==> src/rtl/ctrl_pipe_pkg.sv <==
// Shared types for the control pipeline: the decoded control bundle,
// RV32I major opcodes and the forwarding select encoding.
package ctrl_pkg;

  localparam int CTRL_ALUOP_W = 2;

  typedef struct packed {
    logic                    ALUSrc;
    logic                    MemtoReg;
    logic                    RegWrite;
    logic                    MemRead;
    logic                    MemWrite;
    logic [CTRL_ALUOP_W-1:0] ALUOp;
    logic                    Branch;
  } ctrl_t;

  localparam ctrl_t CTRL_NOP = '0;

  localparam logic [6:0] R_TYPE = 7'b0110011;
  localparam logic [6:0] I_TYPE = 7'b0010011;
  localparam logic [6:0] LW     = 7'b0000011;
  localparam logic [6:0] SW     = 7'b0100011;
  localparam logic [6:0] BR     = 7'b1100011;
  localparam logic [6:0] JAL    = 7'b1101111;
  localparam logic [6:0] JALR   = 7'b1100111;

  typedef enum logic [1:0] {
    FWD_RF  = 2'b00,
    FWD_WB  = 2'b01,
    FWD_MEM = 2'b10
  } fwd_sel_t;

endpackage

==> src/rtl/ctrl_pipe_fwd_unit.sv <==
// EX-stage operand forwarding selects, derived purely from the registered
// EX/MEM and MEM/WB destinations. EX/MEM is the younger result and wins.
module fwd_unit
  import ctrl_pkg::*;
#(
  parameter int REG_W = 5
) (
  input  logic [REG_W-1:0] ex_rs1_i,
  input  logic [REG_W-1:0] ex_rs2_i,
  input  logic [REG_W-1:0] mem_rd_i,
  input  logic [REG_W-1:0] wb_rd_i,
  input  logic             mem_regwrite_i,
  input  logic             wb_regwrite_i,
  output logic [1:0]       fwd_a_o,
  output logic [1:0]       fwd_b_o
);

  // x0 is hardwired zero, so a write to it is never a forwarding source
  function automatic fwd_sel_t select_src(input logic [REG_W-1:0] src);
    fwd_sel_t sel;
    sel = FWD_RF;
    if (mem_regwrite_i && (mem_rd_i != '0) && (mem_rd_i == src)) begin
      sel = FWD_MEM;
    end else if (wb_regwrite_i && (wb_rd_i != '0) && (wb_rd_i == src)) begin
      sel = FWD_WB;
    end
    return sel;
  endfunction

  always_comb begin
    fwd_a_o = select_src(ex_rs1_i);
    fwd_b_o = select_src(ex_rs2_i);
  end

endmodule

==> src/rtl/ctrl_pipe.sv <==
// ID/EX, EX/MEM and MEM/WB control registers with load-use stall,
// taken-branch flush and EX operand forwarding selects.
module ctrl_pipe
  import ctrl_pkg::*;
#(
  parameter int REG_W   = 5,
  parameter int ALUOP_W = 2
) (
  input  logic             clk,
  input  logic             reset,
  input  logic             id_valid,
  input  ctrl_t            id_ctrl,
  input  logic [REG_W-1:0] id_rs1,
  input  logic [REG_W-1:0] id_rs2,
  input  logic [REG_W-1:0] id_rd,
  input  logic             ex_branch_taken,
  output ctrl_t            ex_ctrl,
  output ctrl_t            mem_ctrl,
  output ctrl_t            wb_ctrl,
  output logic [REG_W-1:0] ex_rs1,
  output logic [REG_W-1:0] ex_rs2,
  output logic [REG_W-1:0] ex_rd,
  output logic [REG_W-1:0] mem_rd,
  output logic [REG_W-1:0] wb_rd,
  output logic             stall,
  output logic             flush,
  output logic [1:0]       fwd_a,
  output logic [1:0]       fwd_b
);

  if (ALUOP_W != CTRL_ALUOP_W) begin : g_aluop_w_check
    $error("ctrl_pipe: ALUOP_W must match ctrl_pkg::CTRL_ALUOP_W");
  end

  ctrl_t            ex_ctrl_q, ex_ctrl_d, mem_ctrl_q, wb_ctrl_q;
  logic [REG_W-1:0] ex_rs1_q, ex_rs1_d, ex_rs2_q, ex_rs2_d, ex_rd_q, ex_rd_d;
  logic [REG_W-1:0] mem_rd_q, wb_rd_q;
  logic             hazard;
  logic             load_id;

  // Flush is masked during reset so the pipeline reports a fully quiet state
  always_comb begin
    hazard  = id_valid && ex_ctrl_q.MemRead && (ex_rd_q != '0) &&
              ((ex_rd_q == id_rs1) || (ex_rd_q == id_rs2));
    flush   = ex_branch_taken && reset;
    stall   = hazard && !ex_branch_taken;
    load_id = id_valid && !hazard && !ex_branch_taken;
  end

  always_comb begin
    ex_ctrl_d = CTRL_NOP;
    ex_rs1_d  = '0;
    ex_rs2_d  = '0;
    ex_rd_d   = '0;
    if (load_id) begin
      ex_ctrl_d = id_ctrl;
      ex_rs1_d  = id_rs1;
      ex_rs2_d  = id_rs2;
      ex_rd_d   = id_rd;
    end
  end

  always_ff @(posedge clk or negedge reset) begin
    if (!reset) begin
      ex_ctrl_q  <= CTRL_NOP;
      ex_rs1_q   <= '0;
      ex_rs2_q   <= '0;
      ex_rd_q    <= '0;
      mem_ctrl_q <= CTRL_NOP;
      mem_rd_q   <= '0;
      wb_ctrl_q  <= CTRL_NOP;
      wb_rd_q    <= '0;
    end else begin
      ex_ctrl_q  <= ex_ctrl_d;
      ex_rs1_q   <= ex_rs1_d;
      ex_rs2_q   <= ex_rs2_d;
      ex_rd_q    <= ex_rd_d;
      mem_ctrl_q <= ex_ctrl_q;
      mem_rd_q   <= ex_rd_q;
      wb_ctrl_q  <= mem_ctrl_q;
      wb_rd_q    <= mem_rd_q;
    end
  end

  fwd_unit #(
    .REG_W(REG_W)
  ) u_fwd_unit (
    .ex_rs1_i      (ex_rs1_q),
    .ex_rs2_i      (ex_rs2_q),
    .mem_rd_i      (mem_rd_q),
    .wb_rd_i       (wb_rd_q),
    .mem_regwrite_i(mem_ctrl_q.RegWrite),
    .wb_regwrite_i (wb_ctrl_q.RegWrite),
    .fwd_a_o       (fwd_a),
    .fwd_b_o       (fwd_b)
  );

  assign ex_ctrl  = ex_ctrl_q;
  assign ex_rs1   = ex_rs1_q;
  assign ex_rs2   = ex_rs2_q;
  assign ex_rd    = ex_rd_q;
  assign mem_ctrl = mem_ctrl_q;
  assign mem_rd   = mem_rd_q;
  assign wb_ctrl  = wb_ctrl_q;
  assign wb_rd    = wb_rd_q;

endmodule
==> config.mk <==
export PLATFORM = sky130hd
export DESIGN_NAME = ctrl_pipe
export DESIGN_NICKNAME = d
export VERILOG_FILES = /design/src/rtl/ctrl_pipe_pkg.sv /design/src/rtl/ctrl_pipe_fwd_unit.sv /design/src/rtl/ctrl_pipe.sv
export SDC_FILE = /design/constraint.sdc
export NUM_CORES = 1
export LEC_CHECK = 0
export BUFFER_PORTS_ARGS = -buffer_cell sky130_fd_sc_hd__buf_2
export CORE_AREA = 2 2 66 68
export CTS_CLUSTER_DIAMETER = 80
export DETAILED_ROUTE_END_ITERATION = 6
export DIE_AREA = 0 0 68 70
export GPL_TIMING_DRIVEN = 0
export PLACE_DENSITY_LB_ADDON = 0.1
export SETUP_SLACK_MARGIN = 0.5
export SYNTH_ARGS = -nofsm -noshare
export SYNTH_HDL_FRONTEND = slang
export SYNTH_SLANG_ARGS = --single-unit
==> constraint.sdc <==
create_clock -name clk -period 3.93 [get_ports clk]
set_input_delay 0 -clock clk [delete_from_list [all_inputs] [get_ports clk]]
set_output_delay 0 -clock clk [all_outputs]
set_load 0.005 [all_outputs]
==> Word-level counts from Yosys, hierarchy flattened <==
Cells that the tools add are included.
{ "classes": {"eq_ne": 6, "muxes": 8, "reduce_logical": 19} }
{ "op_table": {"columns": ["cell", "count"], "rows": [
  ["$eq 5x5->1", 6],
  ["$mux 5", 3],
  ["$reduce_bool 5->1", 3],
  ["$logic_and 1x1->1", 13],
  ["$mux 8", 1],
  ["$mux 2", 2],
  ["$logic_not 1->1", 2],
  ["$mux 1", 2],
  ["$logic_or 1x1->1", 1]
]} }
{ "word_totals": {"wordCells": 59, "input_bits": 27, "register_bits": 49} }

==> Logic depth before layout (Yosys ltp) <==
Gate-level depths: netlist of the first run.
{ "depth": {"ltp_word": 7, "depth_mapped": 5, "depth_no_buf": 4} }

==> By module <==
A second synthesis of the first run with hierarchy kept.
{ "hier_totals": {"hier_cells": 155, "area_unflattened_um2": 1966.9} }
{ "modules_own_cells": {"columns": ["module", "area_per_inst_um2", "seq_area_each_um2", "cells_per_inst", "instances"], "rows": [
  ["ctrl_pipe", 1709.1, 1226.2, 121, 1],
  ["fwd_unit", 257.7, 0.0, 34, 1]
]} }

==> Least setup slack after synthesis of the first run <==
OpenSTA, ideal clock, no wires.
{ "synth_path": {"path_type": "reg2reg", "start": "register ex_rd_q[0] (netlist: ex_rd[0])", "end": "register ex_rs1_q[0] (netlist: ex_rs1[0])", "setup_slack_ns": 2.427, "required_ns": 3.865, "path_stages_with_launch": 6, "synth_period_minus_slack_ns": 1.503, "setup_ns": 0.065, "n_path_buf": 1, "arrival_time_ns": 1.438, "path_cell_list": "dfrtp_1 > or3_1 > o311a_4 > inv_2 > buf_6 > o211a_1"} }
{ "synth_via": {"elab_chain_len": 7} }
{ "synth_lines": {"columns": ["item", "line_no", "text"], "rows": [
  ["start: declaration", "ctrl_pipe.sv:36", "logic [REG_W-1:0] ex_rs1_q, ex_rs1_d, ex_rs2_q, ex_rs2_d, ex_rd_q, ex_rd_d;"],
  ["start signal: assignment", "ctrl_pipe.sv:77", "ex_rd_q <= ex_rd_d;"],
  ["$eq 5x5->1 / $reduce_bool 5->1 (equally long branches)", "ctrl_pipe.sv:44, ctrl_pipe.sv:43", null],
  ["$logic_or 1x1->1 / $logic_and 1x1->1 (equally long branches)", "ctrl_pipe.sv:44, ctrl_pipe.sv:43", null],
  ["$logic_and 1x1->1 *", "ctrl_pipe.sv:43", "hazard = id_valid && ex_ctrl_q.MemRead && (ex_rd_q != '0) &&"],
  ["$logic_not 1->1 *", "ctrl_pipe.sv:47", "load_id = id_valid && !hazard && !ex_branch_taken;"],
  ["$logic_and 1x1->1 * (2 in a row)", "ctrl_pipe.sv:47", null],
  ["$mux 5 *", "ctrl_pipe.sv:55", "if (load_id) begin"],
  ["via ex_rs1_d[0]", "ctrl_pipe.sv:36", null],
  ["end signal: assignment", "ctrl_pipe.sv:75", "ex_rs1_q <= ex_rs1_d;"],
  ["end: declaration", "ctrl_pipe.sv:36", null]
]} }
Mark *: on every way through the listed nets, which the timed path passes. The rest lies on a longest branch.

==> Final worst setup path of the first run <==
{ "layout_path": {"start": "register mem_rd_q[4] (netlist: mem_rd[4])", "end": "output fwd_a[0]"} }
{ "layout_via": {"elab_chain_len": 4} }
{ "layout_lines": {"columns": ["item", "line_no", "text"], "rows": [
  ["start: declaration", "ctrl_pipe.sv:37", "logic [REG_W-1:0] mem_rd_q, wb_rd_q;"],
  ["start signal: assignment", "ctrl_pipe.sv:79", "mem_rd_q <= ex_rd_q;"],
  ["$reduce_bool 5->1", "ctrl_pipe_fwd_unit.sv:22", "if (mem_regwrite_i && (mem_rd_i != '0) && (mem_rd_i == src)) begin"],
  ["$logic_and 1x1->1", "ctrl_pipe_fwd_unit.sv:22", null],
  ["$logic_and 1x1->1 *", "ctrl_pipe_fwd_unit.sv:22", null],
  ["$mux 2 *", "ctrl_pipe_fwd_unit.sv:22", null],
  ["end: declaration", "ctrl_pipe.sv:27", "output logic [1:0] fwd_a,"]
]} }
Mark *: on every way between the ends. The rest lies on a longest branch, timed or not.

==> metrics, run 1 <==
peak per-stage delay on the critical path=about 0.56 ns; die span in y=70 um; top cells by area in the synthesized netlist=sky130_fd_sc_hd__dfrtp_1, sky130_fd_sc_hd__xnor2_1, sky130_fd_sc_hd__xor2_1; Detail Route Antenna Nets=0; minimum clock period after layout=1.99 ns; WL/cell=~14 um; number of enable-type register cells in the synthesized netlist=0; RSZ-0062 raised after global routing=false; final-report hold violation count=0; cell at the slowest stage of the critical path=sky130_fd_sc_hd__or4_1; transition time at the pin with the least slew margin=between 1 and 1.5 ns; Post-DP HPWL=between 3 and 4 mm; Placement Setup Slack=around 2.3 ns; total routed wirelength=around 4.6 mm; Max rail drop VDD=~0.00022 V; critical path fanouts, max=5; sequential-to-total area share from yosys stat=63.6%; Finish-stage setup viols=0; global routing usage on met2=between 30% and 40%; number of slew-limit violations in the final report=0; post-route cell area=0.00276 mm2; post-synthesis net count=around 170; count of non-filler cells in the finished layout=314; H-tree level count=2; layout net count=roughly 290; number of clock sinks=approximately 50; ys async rst share=100%; Post-Place Cells=280; Clock Skews=between 0.004 and 0.005 ns; Period Utilization, post-route=50.5%; data arrival time at the worst-slack endpoint=around 2 ns; router iterations before antenna repair=4; number of synthesized register bits=just under 50; Peak Freq=just over 0.5 GHz; clock tree from TritonCTS=yes; remaining design rule violation count=0; detailed router's first-iteration violation count=73; buffering stage count on the worst path with inverters included=1; share of the synthesized area in the top cell type=around 64%; placeable core region=0.00414 mm2; count of different cell masters after synthesis=24; clock buffer count from CTS=5; worst rel slew slack=around a third; number of setup buffers added after CTS=0; Req. time, crit path=3.93 ns; routing layer with the top usage in global route=met2; static power due to leakage=roughly 0.0016 uW; area of the mapped netlist=0.00193 mm2; post-synthesis cell type with the largest combined area=sky130_fd_sc_hd__dfrtp_1; combined global-route utilization of all metal layers=between 20% and 30%; I/O Pins=82; Critical Path Source Type=flop; first-pass GRT wire length=between 7 and 8 mm; accumulated negative setup slack=0 ns; proportion of layout cells with a drive suffix above 1=37.8%; Longest Clk Path Bufs=2; critical path cell sequence=or4_1 > o21ai_2 > nor4_1 > nor4_2 > buf_2; cells after synthesis=147; clock root buffer=sky130_fd_sc_hd__clkbuf_8; CP delay by family, top=simple AND/OR/NAND/NOR gates; max-capacitance violation count=0; vias in the first global route=between 1500 and 2000; vias after detailed routing=around 1600; post_cts resized=0; predominant post-synthesis flop cell=sky130_fd_sc_hd__dfrtp_1; crit path setup slack, layout=approximately 2 ns; cell row count=24; fraction of met3 tracks used by global routing=about 4.7%; largest net degree at the start of global routing=51; width of the die=68 um; kind of critical path=reg2out; most frequent cell after synthesis=sky130_fd_sc_hd__dfrtp_1; ant diodes=0; total of warnings raised by yosys=0; full die area=0.00476 mm2; Vias per Instance=slightly below 5; Worst-path clk slew=about 0.090 ns; Initial Utilization=a little under half; later-pin clock latency in the skew report=about 0.31 ns; M1 GR Usage=26.5%; average cell area after synthesis=about 13 um2; worst min-delay path class=in2reg; status=finished, final reports clean; residual overflow from global routing=0; Commonest cells post-synth=sky130_fd_sc_hd__dfrtp_1, sky130_fd_sc_hd__xnor2_1, sky130_fd_sc_hd__nand2_1; cell area power density=about 350 mW/mm2; final weighted congestion of routability-driven global placement=between 0.9 and 1; final standard cell utilization of the core=between 60 and 70%; crit path capture type=primary output; number of antenna violations at the first check in global routing=0; area of placed instances=0.00240 mm2; layout-stage area growth over the synthesis result=43.2%; total of buffers placed on input and output ports=approximately 80
worst register-to-register path, delay by kind of cell (launching register included):
family,cells,cell delay (ns)
buf+inv,1,0.22
simple gates,1,0.12
compound gates,2,0.53
flops,1,0.47
xor+xnor,1,0.21
per-layer routing:
layer | wire (um) | share of wire, %
met1 | 2020 | 44
met2 | 2140 | 47
met3 | 312 | 6.9
met4 | 85 | 1.9
met5 | 0 | 0
cell type report:
cell class                 instances  area [um2]
multi-input combinational         89         646
tap                               52        65.1
sequential                        49        1230
fill                             330        1380
clock inverter                     3        33.8
inverter                           1        3.75
buffer                             8        53.8
clock buffer                       5        68.8
timing repair buffer             107         666
placed cells by master (no fill, tap or decap), types with 2 or more instances in the layout:
cell type / count
sky130_fd_sc_hd__xor2_1: 14
sky130_fd_sc_hd__nor4_1: 2
sky130_fd_sc_hd__nor4_2: 2
sky130_fd_sc_hd__or4_1: 4
sky130_fd_sc_hd__nand3_1: 4
sky130_fd_sc_hd__o211a_1: 10
sky130_fd_sc_hd__buf_6: 2
sky130_fd_sc_hd__a21oi_1: 13
sky130_fd_sc_hd__nand2_1: 15
sky130_fd_sc_hd__dlygate4sd3_1: 26
sky130_fd_sc_hd__buf_4: 2
sky130_fd_sc_hd__dfrtp_1: 49
sky130_fd_sc_hd__buf_2: 82
sky130_fd_sc_hd__xnor2_1: 16
sky130_fd_sc_hd__clkbuf_1: 3
sky130_fd_sc_hd__clkbuf_8: 5
sky130_fd_sc_hd__clkinv_4: 2
registers in the layout (all words and copies together) (netlist names):
register	count
mem_ctrl	8
ex_rs1	5
wb_rd	5
wb_ctrl	8
ex_rd	5
mem_rd	5
ex_rs2	5
ex_ctrl	8
through the flow:
step / hold WS [ns] / total power (uW)
floorplan: -0.296 / 596
global placement: 0.213 / 649
detailed placement: 0.220 / 653
global route: 0.0294 / 1020
finish: 0.0208 / 970
CTS: 0.00695 / 982
cell families after synthesis:
kind of cell,synth area share [%]
buffers and inverters,2.98
AND/OR/NAND/NOR,8.69
flip-flops,63.6
AO/OA/AOI/OAI,11.2
XOR/XNOR,13.6
final timing paths:
kind                                       from          end  slack (ns)  cells past startpoint
min in group asynchronous                 reset   wb_ctrl[2]        0.41                      2
worst max-delay path                  mem_rd[4]     fwd_a[0]        1.94                      5
max in group asynchronous                 reset    ex_rs2[0]        2.90                      2
worst min-delay path            ex_branch_taken   ex_ctrl[0]        0.02                      4
worst max register to register         ex_rd[0]    ex_rs1[3]        2.26                      5
worst min register to register       ex_ctrl[1]  mem_ctrl[1]        0.37                      0
report_power, final:
part           switching [uW]  internal (uW)
Combinational            54.8           65.4
Sequential               20.0            523
Clock                     175            133
Total                     250            721
what timing repair did:
| item | in CTS | in global routing |
|---|---|---|
| endpoints found under the hold margin | 72 | 0 |
| hold buffers | 26 | 0 |
| setup endpoints to repair | 0 | 0 |
(Power assumes the default switching activity.)
==> run 2, diff against run 1 <==
CORE_AREA = 2 2 68 70   (was 2 2 66 68)
DIE_AREA = 0 0 70 72   (was 0 0 68 70)
clock period = 2 ns   (was 3.93 ns; I/O delays follow)
==> metrics, run 2 (same netlist as run 1, synthesis figures left out) <==
vias after detailed routing=1652; cell at the slowest stage of the critical path=sky130_fd_sc_hd__dfrtp_2; most common library cell in the layout ignoring fill and taps=sky130_fd_sc_hd__buf_2; final weighted congestion of routability-driven global placement=~0.95; total routed wirelength=approximately 5.4 mm; first-pass GRT wire length=~8.3 mm; Initial Utilization=45.2%; later-pin clock latency in the skew report=0.30 ns; static power due to leakage=around 0.0016 uW; remaining design rule violation count=0; crit path capture type=primary output; worst min-delay path class=in2async; Critical Path Source Type=flop; router iterations before antenna repair=5; ant diodes=0; status=complete, but fails checks; Longest Clk Path Bufs=2; Worst-path clk slew=about 0.09 ns; width of the die=around 70 um; most frequent cells in the layout=sky130_fd_sc_hd__buf_2, sky130_fd_sc_hd__dfrtp_1, sky130_fd_sc_hd__dlygate4sd3_1; number of slew-limit violations in the final report=0; WL/cell=16.4 um; final-report hold violation count=49; number of hold buffers added after cts=23; Post-DP HPWL=~3.3 mm; critical path fanouts, max=10; cell area power density=675 mW/mm2; layout-stage area growth over the synthesis result=58.0%; Post-Place Cells=280; number of clock sinks=49; full die area=0.00504 mm2; largest net degree at the start of global routing=slightly above 50; clock tree from TritonCTS=yes; Clock Skews=approximately 0.0077 ns; die span in y=approximately 72 um; placeable core region=~0.0043 mm2; Finish-stage setup viols=0; WHS=-0.141 ns; layout net count=between 300 and 400; M1 wire length=~2.2 mm; peak per-stage delay on the critical path=around 0.47 ns; kind of critical path=reg2out; Vias per Instance=5.02; clock root buffer=sky130_fd_sc_hd__clkbuf_8; number of antenna violations at the first check in global routing=0; Total Power Consumption=a little over 2000 uW; Met3 Routed Length=around 350 um; worst rel slew slack=around a third; Req. time, crit path=about 2.0 ns; detailed router's first-iteration violation count=50; vias in the first global route=roughly 1700; residual overflow from global routing=0; proportion of layout cells with a drive suffix above 1=roughly 52%; Period Utilization, post-route=94.1%; combined global-route utilization of all metal layers=between 20% and 30%; count of non-filler cells in the finished layout=approximately 330; data arrival time at the worst-slack endpoint=1.88 ns; H-tree level count=2; routed length on met2=2.79 mm; final standard cell utilization of the core=71.5%; I/O Pins=just over 80; Max rail drop VDD=around 0.00042 V; total of buffers placed on input and output ports=81; CP dominant cell by count=sky130_fd_sc_hd__buf_2; minimum clock period after layout=1.88 ns; transition time at the pin with the least slew margin=about 1 ns; Detail Route Antenna Nets=0; max-capacitance violation count=0; highest layer used for signal routing=met4; accumulated negative setup slack=0 ns; critical path cell sequence=xnor2_1 > nand3_1 > o22a_1 > buf_2 > nor3_2 > buf_2; violations in the final reports=hold timing; Peak Freq=around 0.53 GHz; clock buffer count from CTS=5; RSZ-0062 raised after global routing=true; cell row count=24
## run 2: timing repair
action                                 CTS  global route
setup endpoints to repair               25            28
buffers inserted                        10             6
gates cloned                             2             0
pin swaps                                4            21
endpoints found under the hold margin   72            49
gates resized for setup                 20            25
## run 2: per-layer routing
metal,global-route usage [%],vias to the layer above
li1,-,764
met1,25.6,797
met2,37.5,79
met3,5.28,12
met4,9.19,0
met5,0,-
## run 2: worst max-delay path: cells and delay by family (launching register included)
family,cells,cell delay (ns)
buffers and inverters,2,0.34
xor gates and xnor gates,1,0.22
AOI/OAI and AO/OA,1,0.25
and+or+nand+nor,2,0.30
DFF,1,0.47
## run 2: power by group
group / total [uW] / internal, uW / switching (uW)
registers: 1070 / 1030 / 37.8
logic: 290 / 151 / 139
clock network: 701 / 374 / 327
total: 2060 / 1550 / 503
## run 2: metrics by stage
| stage | instance area, um2 | worst slack (ns) |
|---|---|---|
| final | 3050 | 0.119 |
| after global routing | 3050 | 0.0120 |
| after CTS | 2900 | 0.127 |
| after detailed placement | 2400 | 0.354 |
| after global placement | 2400 | 0.389 |
| after floorplan | 1930 | 0.497 |
## run 2: cell type report
| class | count | area (um2) |
|---|---|---|
| Tap cell | 52 | 65.1 |
| Multi-Input combinational cell | 89 | 769 |
| Fill cell | 303 | 1210 |
| Timing Repair Buffer | 122 | 805 |
| Sequential cell | 49 | 1230 |
| Buffer | 8 | 57.6 |
| Inverter | 1 | 3.75 |
| Clock inverter | 3 | 46.3 |
| Clock buffer | 5 | 68.8 |
## run 2: path summary, 6_finish.rpt
check	slack, ns	cells after the start	end	from
worst max-delay path	0.12	6	stall	ex_rd[0]
min in group clk	0.03	4	ex_rd[4]	ex_branch_taken
worst min register to register	0.38	0	wb_ctrl[4]	mem_ctrl[4]
worst max register to register	0.13	5	ex_rd[3]	ex_rd[0]
max in group asynchronous	1.42	1	ex_rs2[4]	reset
worst min-delay path	-0.14	1	ex_ctrl[4]	reset
==> run 3, diff against run 2 <==
PLACE_DENSITY_LB_ADDON = 0.15   (was 0.1)
==> metrics, run 3 (same netlist as run 1, synthesis figures left out) <==
status=complete, but fails checks; violations in the final reports=hold timing; number of clock sinks=49; ant diodes=0; Peak Freq=between 0.5 and 0.6 GHz; part of the power in the clock network=34.9%; width of the die=~70 um; Longest Clk Path Bufs=2; clock root buffer=sky130_fd_sc_hd__clkbuf_8; Initial Utilization=a little under half; final weighted congestion of routability-driven global placement=0.772; max-capacitance violation count=0; most frequent cells in the layout=sky130_fd_sc_hd__buf_2, sky130_fd_sc_hd__dfrtp_1, sky130_fd_sc_hd__dlygate4sd3_1; critical path fanouts, max=2; count of non-filler cells in the finished layout=between 300 and 400; number of slew-limit violations in the final report=0; vias in the first global route=1519; WHS=-0.126 ns; WL/cell=between 10 and 15 um; vias after detailed routing=between 1500 and 2000; critical path cell sequence=or4_4 > o21ai_4 > nor4_2 > nor4_2 > buf_2; first-pass GRT wire length=between 7 and 8 mm; transition time at the pin with the least slew margin=between 1 and 1.5 ns; proportion of layout cells with a drive suffix above 1=51.6%; clock tree from TritonCTS=yes; Finish-stage setup viols=0; remaining design rule violation count=0; Sw Share=approximately a quarter; Worst-path clk slew=0.09 ns; Post-Place Cells=280; total routed wirelength=4.81 mm; I/O Pins=between 80 and 90; die span in y=72 um; worst min-delay path class=in2async; Critical Path Source Type=flop; cell row count=24; largest net degree at the start of global routing=a little over 50; Detail Route Antenna Nets=0; fraction of power consumed by combinational cells=a little over an eighth; combined global-route utilization of all metal layers=18.9%; number of hold buffers added after cts=23; H-tree level count=2; internal power component=~1600 uW; cell area power density=~670 mW/mm2; crit path capture type=primary output; kind of critical path=reg2out; worst rel slew slack=approximately 31%; cell at the slowest stage of the critical path=sky130_fd_sc_hd__or4_4; Total Power Consumption=about 2100 uW; most common library cell in the layout ignoring fill and taps=sky130_fd_sc_hd__buf_2; Req. time, crit path=~2 ns; accumulated negative setup slack=0 ns; net switching power of the design=500 uW; number of antenna violations at the first check in global routing=0; total of buffers placed on input and output ports=81; Flop pwr share=around half; clock buffer count from CTS=5; static power due to leakage=around 0.0017 uW; Vias per Instance=~4.7; layout net count=307; Max rail drop VDD=approximately 0.00044 V; placeable core region=between 0.004 and 0.005 mm2; detailed router's first-iteration violation count=94; RSZ-0062 raised after global routing=true; minimum clock period after layout=around 1.9 ns; later-pin clock latency in the skew report=0.30 ns; router iterations before antenna repair=4; Period Utilization, post-route=a little over nine tenths; residual overflow from global routing=0; peak per-stage delay on the critical path=~0.53 ns; data arrival time at the worst-slack endpoint=1.88 ns; CP dominant cell by count=sky130_fd_sc_hd__nor4_2; final-report hold violation count=between 40 and 50; layout-stage area growth over the synthesis result=59.3%; Clock Skews=a little under 0.005 ns; full die area=~0.0050 mm2
[run 3: final cells by class]
type                    count  area (um2)
flip-flops and latches     49        1230
fillers                   307        1190
repair buffers            126         848
multi-input cells          89         737
clock buffers               5        68.8
plain buffers               8        66.3
well taps                  52        65.1
clock inverters             3        50.0
inverters                   1        6.26
[run 3: worst paths after layout]
kind | depth (start not counted) | to | slack, ns | start
worst max-delay path | 5 | fwd_b[0] | 0.12 | mem_rd[0]
worst min-delay path | 1 | ex_ctrl[4] | -0.13 | reset
worst max register to register | 5 | ex_ctrl[2] | 0.15 | ex_rd[0]
worst min register to register | 0 | mem_ctrl[1] | 0.37 | ex_ctrl[1]
max in group asynchronous | 1 | ex_rd[4] | 1.43 | reset
min in group clk | 4 | ex_rd[4] | 0.05 | ex_branch_taken
[run 3: metrics by stage]
stage	area [um2]	util, %	worst slack, ns
after global routing	3070	72.1	0.0468
after CTS	2890	67.7	0.127
final	3070	72.1	0.123
after global placement	2400	56.3	0.372
after detailed placement	2400	56.3	0.377
after floorplan	1930	-	0.497
[run 3: power groups by stage]
| stage | combinational, uW | clock [uW] | sequential [uW] |
|---|---|---|---|
| 3_5_place_dp | 198 | 0 | 1080 |
| 5_1_grt | 310 | 784 | 1070 |
| 2_1_floorplan | 88.0 | 0 | 1080 |
| 6_report | 283 | 722 | 1060 |
| 3_3_place_gp | 196 | 0 | 1080 |
| 4_1_cts | 252 | 740 | 1060 |
[run 3: per-layer routing]
layer / share of wire (%) / vias up / track usage (%)
li1: - / 767 / -
met1: 43 / 746 / 25.7
met2: 50 / 60 / 30.9
met3: 5.2 / 4 / 4.31
met4: 0.98 / 0 / 5.77
met5: 0 / - / 0
[run 3: what timing repair did]
action,in CTS,in global routing
setup endpoints to repair,24,28
endpoints found under the hold margin,72,49
gates resized for setup,16,24
pin swaps,2,20
buffers inserted,11,9
cloned,1,1
[run 3: worst max-delay path: cells and delay by family (launching register included)]
kind | cells | cell delay [ns]
simple gates | 3 | 0.86
buf+inv | 1 | 0.15
compound gates | 1 | 0.17
flops | 1 | 0.40
